**config.mk**
```make
export PLATFORM = sky130hd
export DESIGN_NAME = uart_tx
export DESIGN_NICKNAME = d
export VERILOG_FILES = /design/src/rtl/uart_tx.sv
export SDC_FILE = /design/constraint.sdc
export NUM_CORES = 1
export LEC_CHECK = 0
export CAP_MARGIN = 10
export CORE_ASPECT_RATIO = 0.9
export CORE_UTILIZATION = 40
export DETAILED_ROUTE_END_ITERATION = 7
export DONT_BUFFER_PORTS = 1
export REMOVE_ABC_BUFFERS = 1
export SKIP_LAST_GASP = 1
export SLEW_MARGIN = 10
export SYNTH_ARGS = -nofsm -noshare
export SYNTH_HDL_FRONTEND = slang
export SYNTH_SLANG_ARGS = --single-unit
```
**constraint.sdc**
```tcl
create_clock -name CLK -period 3.7 [get_ports CLK]
set_clock_uncertainty 0.05 [all_clocks]
set_input_delay 0.925 -clock CLK [delete_from_list [all_inputs] [get_ports CLK]]
set_output_delay 0.925 -clock CLK [all_outputs]
set_load 0.02 [all_outputs]
```
**src/rtl/uart_tx.sv**
```systemverilog
// Serial UART transmitter: start bit, DATA_WIDTH data bits LSB first, optional
// even/odd parity bit, one stop bit; each bit lasts PRESCALE clock cycles.
module uart_tx #(
  parameter int DATA_WIDTH = 8
) (
  input  logic                  CLK,
  input  logic                  RST,
  input  logic [DATA_WIDTH-1:0] P_DATA,
  input  logic                  DATA_VALID,
  input  logic                  PAR_EN,
  input  logic                  PAR_TYP,
  input  logic [5:0]            PRESCALE,
  output logic                  TX_OUT,
  output logic                  BUSY
);

  localparam int IDX_W = (DATA_WIDTH > 1) ? $clog2(DATA_WIDTH) : 1;
  localparam logic [IDX_W-1:0] LAST_IDX = IDX_W'(DATA_WIDTH - 1);

  typedef enum logic [2:0] {IDLE, START, DATA, PARITY, STOP} state_t;

  state_t                state, state_nx;
  logic [5:0]            cnt, cnt_nx;
  logic [IDX_W-1:0]      idx, idx_nx;
  logic [DATA_WIDTH-1:0] data_q;
  logic [5:0]            prescale_q;
  logic                  par_en_q, par_typ_q;
  logic                  load;
  logic                  tx_nx, busy_nx;
  logic                  bit_done;

  // Bit-cycle counter reload value; a prescale of 0 behaves like 1.
  function automatic logic [5:0] reload(input logic [5:0] ps);
    return (ps == 6'd0) ? 6'd0 : ps - 6'd1;
  endfunction

  function automatic logic parity_bit(input logic [DATA_WIDTH-1:0] d, input logic odd);
    return (^d) ^ odd;
  endfunction

  assign bit_done = (cnt == 6'd0);

  always_ff @(posedge CLK or posedge RST) begin
    if (RST) begin
      state      <= IDLE;
      cnt        <= '0;
      idx        <= '0;
      data_q     <= '0;
      prescale_q <= '0;
      par_en_q   <= 1'b0;
      par_typ_q  <= 1'b0;
      TX_OUT     <= 1'b1;
      BUSY       <= 1'b0;
    end else begin
      state  <= state_nx;
      cnt    <= cnt_nx;
      idx    <= idx_nx;
      TX_OUT <= tx_nx;
      BUSY   <= busy_nx;
      if (load) begin
        data_q     <= P_DATA;
        prescale_q <= PRESCALE;
        par_en_q   <= PAR_EN;
        par_typ_q  <= PAR_TYP;
      end
    end
  end

  // Next-state logic; TX_OUT/BUSY are computed one edge ahead so both come straight from flops.
  always_comb begin
    state_nx = state;
    cnt_nx   = cnt;
    idx_nx   = idx;
    load     = 1'b0;
    tx_nx    = TX_OUT;
    busy_nx  = BUSY;
    case (state)
      IDLE: begin
        tx_nx   = 1'b1;
        busy_nx = 1'b0;
        if (DATA_VALID) begin
          load     = 1'b1;
          state_nx = START;
          cnt_nx   = reload(PRESCALE);
          idx_nx   = '0;
          tx_nx    = 1'b0;
          busy_nx  = 1'b1;
        end
      end
      START: begin
        if (bit_done) begin
          state_nx = DATA;
          cnt_nx   = reload(prescale_q);
          idx_nx   = '0;
          tx_nx    = data_q[0];
        end else begin
          cnt_nx = cnt - 6'd1;
        end
      end
      DATA: begin
        if (bit_done) begin
          cnt_nx = reload(prescale_q);
          if (idx == LAST_IDX) begin
            if (par_en_q) begin
              state_nx = PARITY;
              tx_nx    = parity_bit(data_q, par_typ_q);
            end else begin
              state_nx = STOP;
              tx_nx    = 1'b1;
            end
          end else begin
            idx_nx = idx + IDX_W'(1);
            tx_nx  = data_q[idx + IDX_W'(1)];
          end
        end else begin
          cnt_nx = cnt - 6'd1;
        end
      end
      PARITY: begin
        if (bit_done) begin
          state_nx = STOP;
          cnt_nx   = reload(prescale_q);
          tx_nx    = 1'b1;
        end else begin
          cnt_nx = cnt - 6'd1;
        end
      end
      STOP: begin
        if (bit_done) begin
          state_nx = IDLE;
          tx_nx    = 1'b1;
          busy_nx  = 1'b0;
        end else begin
          cnt_nx = cnt - 6'd1;
        end
      end
      default: begin
        state_nx = IDLE;
        tx_nx    = 1'b1;
        busy_nx  = 1'b0;
      end
    endcase
  end

endmodule
```
==> summary by stage, run 1 <==
Worst setup path
The worst setup path is of the reg -> reg kind. The data required time at the worst endpoint is roughly 3800 ps. Data on the critical path arrives at its endpoint at roughly 2300 ps.

The largest driver fanout on the critical path is 18. Counting cells, the worst reg-to-reg path comes to 4. STA classifies the critical path startpoint as a flip-flop. The worst setup path is captured at a flip-flop.

Clock tree
The clock sink count is 30. The count of buffers added by post-CTS timing repair for setup is 0. The number of clock buffers added by TritonCTS is 5. The root buffer selected by CTS is sky130_fd_sc_hd__clkbuf_8. The number of resized instances in the post-cts repair step is 0. Hold repair after CTS inserted 0 buffers.

Clock-pin slew was measured on the worst setup and hold paths at 70 ps. The buffer depth of the longest clock path is 2. TritonCTS built the clock tree. For the worst-skew pair, the clock arrives at the later sink with an insertion delay of roughly 280 ps. The CTS H-tree depth is 2.

Hold path
The type of the worst min-delay path is reg -> reg. The cell count of the worst hold path is 1.

Run status
The run finished with clean final reports.

Floorplanning
For this configuration, the core starts out at a cell density of 42.3%. The area of the die is 5500 um^2. In this run the count of I/O pins placed on the die edge is 21.

In this run the vertical extent of the chip is slightly above 70 um. The width of the chip is between 70 and 80 um. The core region is 4920 um^2.

The floorplan has 24 rows.

Finish
The net total in the final layout is between 200 and 250. The repair_antennas step left the layout with diodes totalling 0. Of the cells placed in the final design, the portion with a size suffix greater than 1 is about a fifth. The top cell types in the final layout, fill and taps aside, are sky130_fd_sc_hd__dfrtp_1 (29), sky130_fd_sc_hd__nand2_1 (17), sky130_fd_sc_hd__mux2_2 (15).

Leaving out fill and tap cells, the most frequent cell in the layout is sky130_fd_sc_hd__dfrtp_1. The layout-stage area growth over the synthesis result is 6.37%. The fraction of the core area covered by cells at the end of the flow is 45.0%.

Global routing
The global route total overflow is 0. For this run, the total global-route usage over all layers was measured as around 17%. The first global-routing pass estimated ~7300 um of wire. The pin count of the biggest net entering global routing is 28.

The initial antenna violation count came to 0. The via count of the first global-routing pass is approximately 1500.

Timing
The sum of negative setup slack is 0 ps. The worst-case headroom to the max-slew limit is between 40% and 50%. On the final layout, the worst hold slack is about 450 ps. Setup slack closes at about 1600 ps.

The final setup violation count is 0. The minimum period implied by the final worst setup slack is 2150 ps. The count of pins over their slew limit is 0. The final hold violation count is 0. The final critical path takes up between 50% and 60% of the cycle. Setup repair after global routing left no endpoint under its margin. The highest clock frequency the design can meet is between 400 and 500 MHz. The transition at the pin with the smallest max-transition slack is around 860 ps.

Synthesis
The number of warnings printed during yosys synthesis is 0. The synthesized design devotes to its leading area cell type a little over a third of total area. Counting distinct cell types in the post-synthesis netlist gives 60.

After synthesis, the cell types taking the most area are sky130_fd_sc_hd__dfrtp_1 (35%), sky130_fd_sc_hd__mux2_2 (8.1%), sky130_fd_sc_hd__xnor2_1 (5.0%). The cell area after synthesis is about 2100 um^2. Of all flip-flops after synthesis, the portion carrying an async set or reset was 100%. The flip-flop cell with the highest count after synthesis is sky130_fd_sc_hd__dfrtp_1. A synthesized cell averages between 9 and 10 um^2. Of the synthesized area, sequential elements account for a little over a third.

Counting every instance in the synthesized netlist gives 212. Summed over all instances, the cell type with the most area after synthesis is sky130_fd_sc_hd__dfrtp_1. The number of synthesized flops with an enable pin is 0. The number of flip-flops and latches in the synthesized netlist is 30.

Detailed routing
The total length of routed met2 wires is between 1500 and 2000 um. The via density per instance is 5.63. The first detailed-routing pass ran for 4 iterations. After detailed routing, the total wire length is about 4300 um.

The detailed-route DRC error count is 0. The via count is roughly 1600. In this run the remaining antenna-violating nets after routing total 0. The detailed router finished its first iteration with between 100 and 150 violations. Dividing the detail-routed wire length by the instance count gives between 15 and 20 um. Routed signal wires occupy layers up through met4. The detailed-routed wire length on met3 is around 220 um. The length of routed wiring on met1 is ~2200 um.

Pwr
Per report_power, the clock group accounts for 12.6% of the total. Sequential cells burn between 30% and 40% of the power. The internal portion of the total power is around 0.0012 W. In this run switching power makes up between 40% and 50% of total power.

VDD sags by at most between 0.4 and 0.5 mV. Combinational cells account for about 53% of the total power. The analysis attributes to net switching a power of between 0.0009 and 0.001 W. The power density over the cells is between 900 and 1000 nW/um^2. The analysis attributes to cell leakage a power of 0.921 nW.

Placed design
During placement, the flow inserted port buffers numbering 0. The routability congestion estimate is approximately 0.83. The setup slack after placement is around 1500 ps. Detailed placement finished with a half-perimeter wire length of approximately 3200 um.

Run
The max capacitance violation total is 0.
[power groups by stage]
stage	clock network, W	registers, W	logic (W)
finish	0.000274	0.000740	0.00116
global route	0.000301	0.000773	0.00128
CTS	0.000288	0.000740	0.00116
floorplan	0	0.000679	0.000973
detailed placement	0	0.000746	0.00115
global placement	0	0.000743	0.00114
[path summary, 6_finish.rpt]
kind	endpoint	startpoint	slack, ps
hold reg to reg	cnt[0]	cnt[0]	450
hold / removal	cnt[0]	cnt[0]	450
min in group asynchronous	prescale_q[1]	RST	610
setup reg to reg	prescale_q[5]	state[1]	1550
setup / recovery	prescale_q[5]	state[1]	1550
max in group asynchronous	state[0]	RST	2340
[metrics by stage]
stage	power, W	area, um^2	std cells
global placement	0.00189	2120	270
floorplan	0.00165	2030	204
finish	0.00217	2220	278
global route	0.00235	2220	278
detailed placement	0.00190	2120	270
CTS	0.00219	2220	278
[state kept, by name, indices dropped and copies added, names as in the netlist]
signal / cells
TX_OUT: 1
data_q: 8
prescale_q: 6
par_en_q: 1
cnt: 6
BUSY: 1
idx: 3
par_typ_q: 1
state: 3
[layout make-up]
cell class | instances | area (um^2)
fill | 488 | 2710
multi-input combinational | 163 | 1240
sequential | 30 | 752
clock buffer | 6 | 82.6
tap | 65 | 81.3
inverter | 11 | 41.3
clock inverter | 2 | 12.5
timing repair buffer | 1 | 7.51
[synthesized netlist by cell type, types with 3 or more instances]
| library cell | count |
|---|---|
| sky130_fd_sc_hd__o21ai_0 | 4 |
| sky130_fd_sc_hd__dfrtp_1 | 29 |
| sky130_fd_sc_hd__clkbuf_1 | 3 |
| sky130_fd_sc_hd__a2bb2oi_1 | 4 |
| sky130_fd_sc_hd__nor2b_1 | 3 |
| sky130_fd_sc_hd__nand2b_1 | 3 |
| sky130_fd_sc_hd__nand3_1 | 9 |
| sky130_fd_sc_hd__mux2_2 | 15 |
| sky130_fd_sc_hd__inv_1 | 11 |
| sky130_fd_sc_hd__ha_1 | 8 |
| sky130_fd_sc_hd__xor2_1 | 3 |
| sky130_fd_sc_hd__nor3_1 | 11 |
| sky130_fd_sc_hd__a21oi_1 | 7 |
| sky130_fd_sc_hd__o21ai_1 | 5 |
| sky130_fd_sc_hd__nor2_1 | 14 |
| sky130_fd_sc_hd__nand2_1 | 17 |
| sky130_fd_sc_hd__xnor2_1 | 12 |
[per-layer routing]
layer  vias up  track usage [%]
li1        772                -
met1       751             25.5
met2        37             24.5
met3         6             4.18
met4         0             6.17
met5         -                0
[logic make-up (layout without fill, tap and decap cells)]
logic type	Yosys count	in the layout	synth area share, %
adders and majority gates	8	8	4.80
muxes	19	19	11.3
and+or+nand+nor	69	69	17.4
xor gates and xnor gates	16	16	7.39
DFF	30	30	36.1
buffers and inverters	19	20	4.44
AOI/OAI and AO/OA	51	51	18.6
[critical path, stage by stage (launching register included)]
cell and delay (ps):
sky130_fd_sc_hd__dfrtp_1 510, sky130_fd_sc_hd__nor2_1 430, sky130_fd_sc_hd__nand2_1 210, sky130_fd_sc_hd__nor2_4 430, sky130_fd_sc_hd__mux2_2 390
Power figures use the tool's default switching activity.
==> run 2, diff against run 1 <==
ABC_AREA = 1   (was not set)
clock period = 2.2 ns   (was 3.7 ns; I/O delays follow)
==> run 2 against run 1 <==
  * Register-to-register slack got worse by 1000 ps
  * Via count is 5.0% higher
  * Count of clock-buffer cells in the layout decreased by 1
  * First-iteration DRC count decreased by 28%
  * Combinational power up 60%
  * Largest power group unchanged
  * Sequential share of layout area up 0.47 points
  * Total power increased by 61%
  * Final area down 1.4%
  * Flip-flop and latch count did not move
  * Worst hold slack worse by 270 ps
  * Clock power is 100% higher
==> summary by stage, run 2 <==
Detailed routing
In the routed design, unresolved DRC markers number 0. The wire length per cell is about 12 um. After detailed routing, the number of vias per cell comes to ~4.7. The pre-antenna-repair detailed-routing pass consisted of 4 iterations. The via count is 1645. Wires add up to slightly above 4000 um.

The number of nets with antenna violations after routing is 0. The initial DRC count is 98.

Finish
Counting the fill cells in the layout gives 534. The fraction of the core area covered by cells at the end of the flow is approximately 45%. In the layout the commonest cells are sky130_fd_sc_hd__nand2_1 (64), sky130_fd_sc_hd__nor2_1 (42), sky130_fd_sc_hd__inv_1 (38).

The top register by number of flip-flops is data_q. The most common cell after layout, fill and taps aside is sky130_fd_sc_hd__nand2_1. The number of diodes added for antenna fixing is 0.

The largest registers in the layout are data_q: 8 flops, cnt: 6 flops, prescale_q: 6 flops. The register with the most flip-flops in the layout has 8 of them. The multi-input combinational cells in the finished layout cover a total of 1080 um^2. The layout cell share with drive strength beyond 1 is a little over a tenth. After the last flow step, the layout net total stands at approximately 310. The layout-stage area growth over the synthesis result is 7.91%.

The post-route standard cell area excluding fillers is 2190 um^2. The footprint of the flip-flops and latches is between 700 and 800 um^2.

Synthesis
In this run, distinct cell masters in the synthesized netlist total 28. Counting flops and latches in the post-synthesis netlist gives 30. Ranked by instance count, the synthesized netlist is headed by sky130_fd_sc_hd__nand2_1 (64), sky130_fd_sc_hd__nor2_1 (42), sky130_fd_sc_hd__inv_1 (38).

The async set-reset flop share out of synthesis is 100%. Summing the areas of all compound-gate instances in the mapped netlist gives between 10% and 20% of the synthesized area. The number of synthesized flops with an enable pin is 0. The synthesized design devotes to its leading area cell type ~36% of total area. The proportion of synthesized chip area in sequential cells is around 37%. After technology mapping, the gate count stands at roughly 280. The number of warnings printed during yosys synthesis is 0.

Multiplexer cells account for roughly 1.1% of the synthesized area. A synthesized cell averages about 7 um^2. The cell area after synthesis is 2030 um^2.

The flip-flop cell with the highest count after synthesis is sky130_fd_sc_hd__dfrtp_1. The fraction of the mapped netlist area in adder cells is 4.94%. Of the total synthesized cell area, the portion taken by XOR and XNOR cells is 4.32%. Yosys attributes the largest share of cell area to sky130_fd_sc_hd__dfrtp_1 (36%), sky130_fd_sc_hd__nand2_1 (12%), sky130_fd_sc_hd__nor2_1 (7.8%). The basic-gate share of the synthesized area counting and, or, nand and nor cells is between 20 and 30%. After synthesis, the largest family of logic cells by area is simple AND/OR/NAND/NOR gates. Yosys instantiated no cell more often than sky130_fd_sc_hd__nand2_1.

The largest total area in the synthesized netlist belongs to sky130_fd_sc_hd__dfrtp_1.

Worst setup path
The largest driver fanout on the critical path is 5. Across all register-to-register paths, the minimum setup slack is 550 ps. The kind of end point of the critical path is a flip-flop. By startpoint and endpoint, the worst setup path is classified as reg -> reg.

The worst setup path is launched from a flip-flop. At the worst endpoint, the arrival time is roughly 1800 ps. The data required time at the worst endpoint is 2320 ps.

Placed design
The cell area reported after detailed placement is slightly above 2000 um^2. The routability congestion estimate is between 0.8 and 0.9. The number of buffer cells added on primary ports is 0.

The wire-length estimate of the detail-placed layout is 3110 um.

Timing
Setup violations remaining at the end of the flow were counted as 0. Dividing the final minimum period by the clock period gives between 70% and 80%. Setup repair after global routing left no endpoint under its margin. The worst-case headroom to the max-slew limit is roughly 66%.

The minimum period implied by the final worst setup slack is approximately 1600 ps. The sum of negative setup slack is 0 ps. The count of pins over their slew limit came to 0. The final hold violation count is 0. Final hold analysis gives a worst-case slack of 183 ps.

The transition at the pin with the smallest max-transition slack is roughly 520 ps. Timing would allow up to just over 600 MHz.

Global routing
Entering global routing, the biggest net connects 32 pins. The initial antenna violation count is 0. The combined global-route utilization of all metal layers is 17.3%. The global route total overflow is 0. The via count of the first global-routing pass was between 1500 and 2000. The first-pass GRT wire length is ~7300 um.

Floorplanning
The die is slightly below 80 um wide. In this run the vertical extent of the chip is just under 70 um. For this configuration, the core starts out at a cell density of 41.6%. The number of primary I/O pins is 21. The core outline area is about 4900 um^2. The floorplan row count is 24. The area of the die is around 5400 um^2.

Pwr
The internal power of the cells totals about 0.0019 W. The power density over the cells is approximately 1600 nW/um^2. Sequential cells burn a little under a third of the power. The part of the power in the clock network is around 16%. IR analysis of the VDD net gives a maximum drop of ~0.73 mV. In this run switching power makes up between 40% and 50% of total power. Power comes to about 0.0035 W. The net switching power of the design is between 0.0015 and 0.002 W. Combinational cells account for 53.1% of the total power.

The static leakage is roughly 1.1 nW.

Clock tree
The root buffer selected by CTS is sky130_fd_sc_hd__clkbuf_8. The clock reaches the later pin of the worst-skew pair after approximately 290 ps. The CTS H-tree depth is 2.

After clock tree synthesis, the setup repair step added 0 buffers. The number of gates resized after CTS was 0. The clock passes through at most 2 buffers. TritonCTS created 5 clock buffers. The CTS tree is yes.

The clock sink count is 30. The clock slew seen by the registers of the worst setup and hold paths is 70 ps. Buffers inserted to repair hold after CTS numbered 0.

Hold path
The type of the worst min-delay path is in -> async.

Run status
The flow ran to the end, and the final reports show no timing, DRC or antenna violations.

Run
The max capacitance violation total is 0.
[run 2: changes by cell type in the layout (fill, tap and decap cells not counted), moves of 9 or more]
cell                      previous run  this run
sky130_fd_sc_hd__o21ai_0             4        18
sky130_fd_sc_hd__inv_1              11        38
sky130_fd_sc_hd__mux2_2             15         2
sky130_fd_sc_hd__nand2_1            17        64
sky130_fd_sc_hd__nor3_1             11         2
sky130_fd_sc_hd__nor2_1             14        42
sky130_fd_sc_hd__xnor2_1            12         2
[run 2: critical path, stage by stage (launching register included)]
cell	delay [ps]
sky130_fd_sc_hd__dfrtp_1	400
sky130_fd_sc_hd__inv_1	110
sky130_fd_sc_hd__ha_1	170
sky130_fd_sc_hd__nand3_2	130
sky130_fd_sc_hd__nand2_1	140
sky130_fd_sc_hd__nand2_1	110
sky130_fd_sc_hd__inv_1	170
sky130_fd_sc_hd__o22ai_1	90
sky130_fd_sc_hd__nor2_1	120
sky130_fd_sc_hd__nor2_1	50
[run 2: power groups by stage]
stage          Clock [W]  Sequential (W)  Combinational, W
6_report        0.000552         0.00109           0.00186
4_1_cts         0.000564         0.00109           0.00186
3_3_place_gp           0         0.00110           0.00182
3_5_place_dp           0         0.00110           0.00185
5_1_grt         0.000590         0.00114           0.00217
2_1_floorplan          0         0.00104           0.00152
[run 2: layer usage]
metal	up-vias	share of wire [%]	global-route usage (%)
met3	6	3.0	4.08
met4	0	1.1	5.03
li1	895	-	-
met2	19	42	25.9
met1	725	54	24.9
met5	-	0	0
[run 2: worst paths after layout]
path	from	to	cells after the start
max	cnt[0]	cnt[3]	9
min	RST	prescale_q[4]	2
max reg2reg	cnt[0]	cnt[3]	9
min reg2reg	prescale_q[5]	prescale_q[5]	2
max in group asynchronous	RST	TX_OUT	2
min in group CLK	P_DATA[3]	data_q[3]	1
[run 2: cell families (layout without fill, tap and decap cells)]
group / Yosys count / after routing
simple gates: 137 / 137
buf+inv: 46 / 51
fa+ha+maj: 8 / 8
compound gates: 48 / 48
xor+xnor: 10 / 10
flops: 30 / 30
mux: 2 / 2
[run 2: final cells by class]
class	count	share of cell area, %
flip-flops and latches	30	34.4
clock buffers	5	3.15
multi-input cells	205	49.3
repair buffers	1	0.343
well taps	65	3.72
inverters	42	7.21
clock inverters	3	1.83
[run 2: through the flow]
stage	setup WS [ps]	std cells
floorplan	737	277
global placement	581	343
detailed placement	556	343
CTS	546	351
global route	397	351
finish	553	351
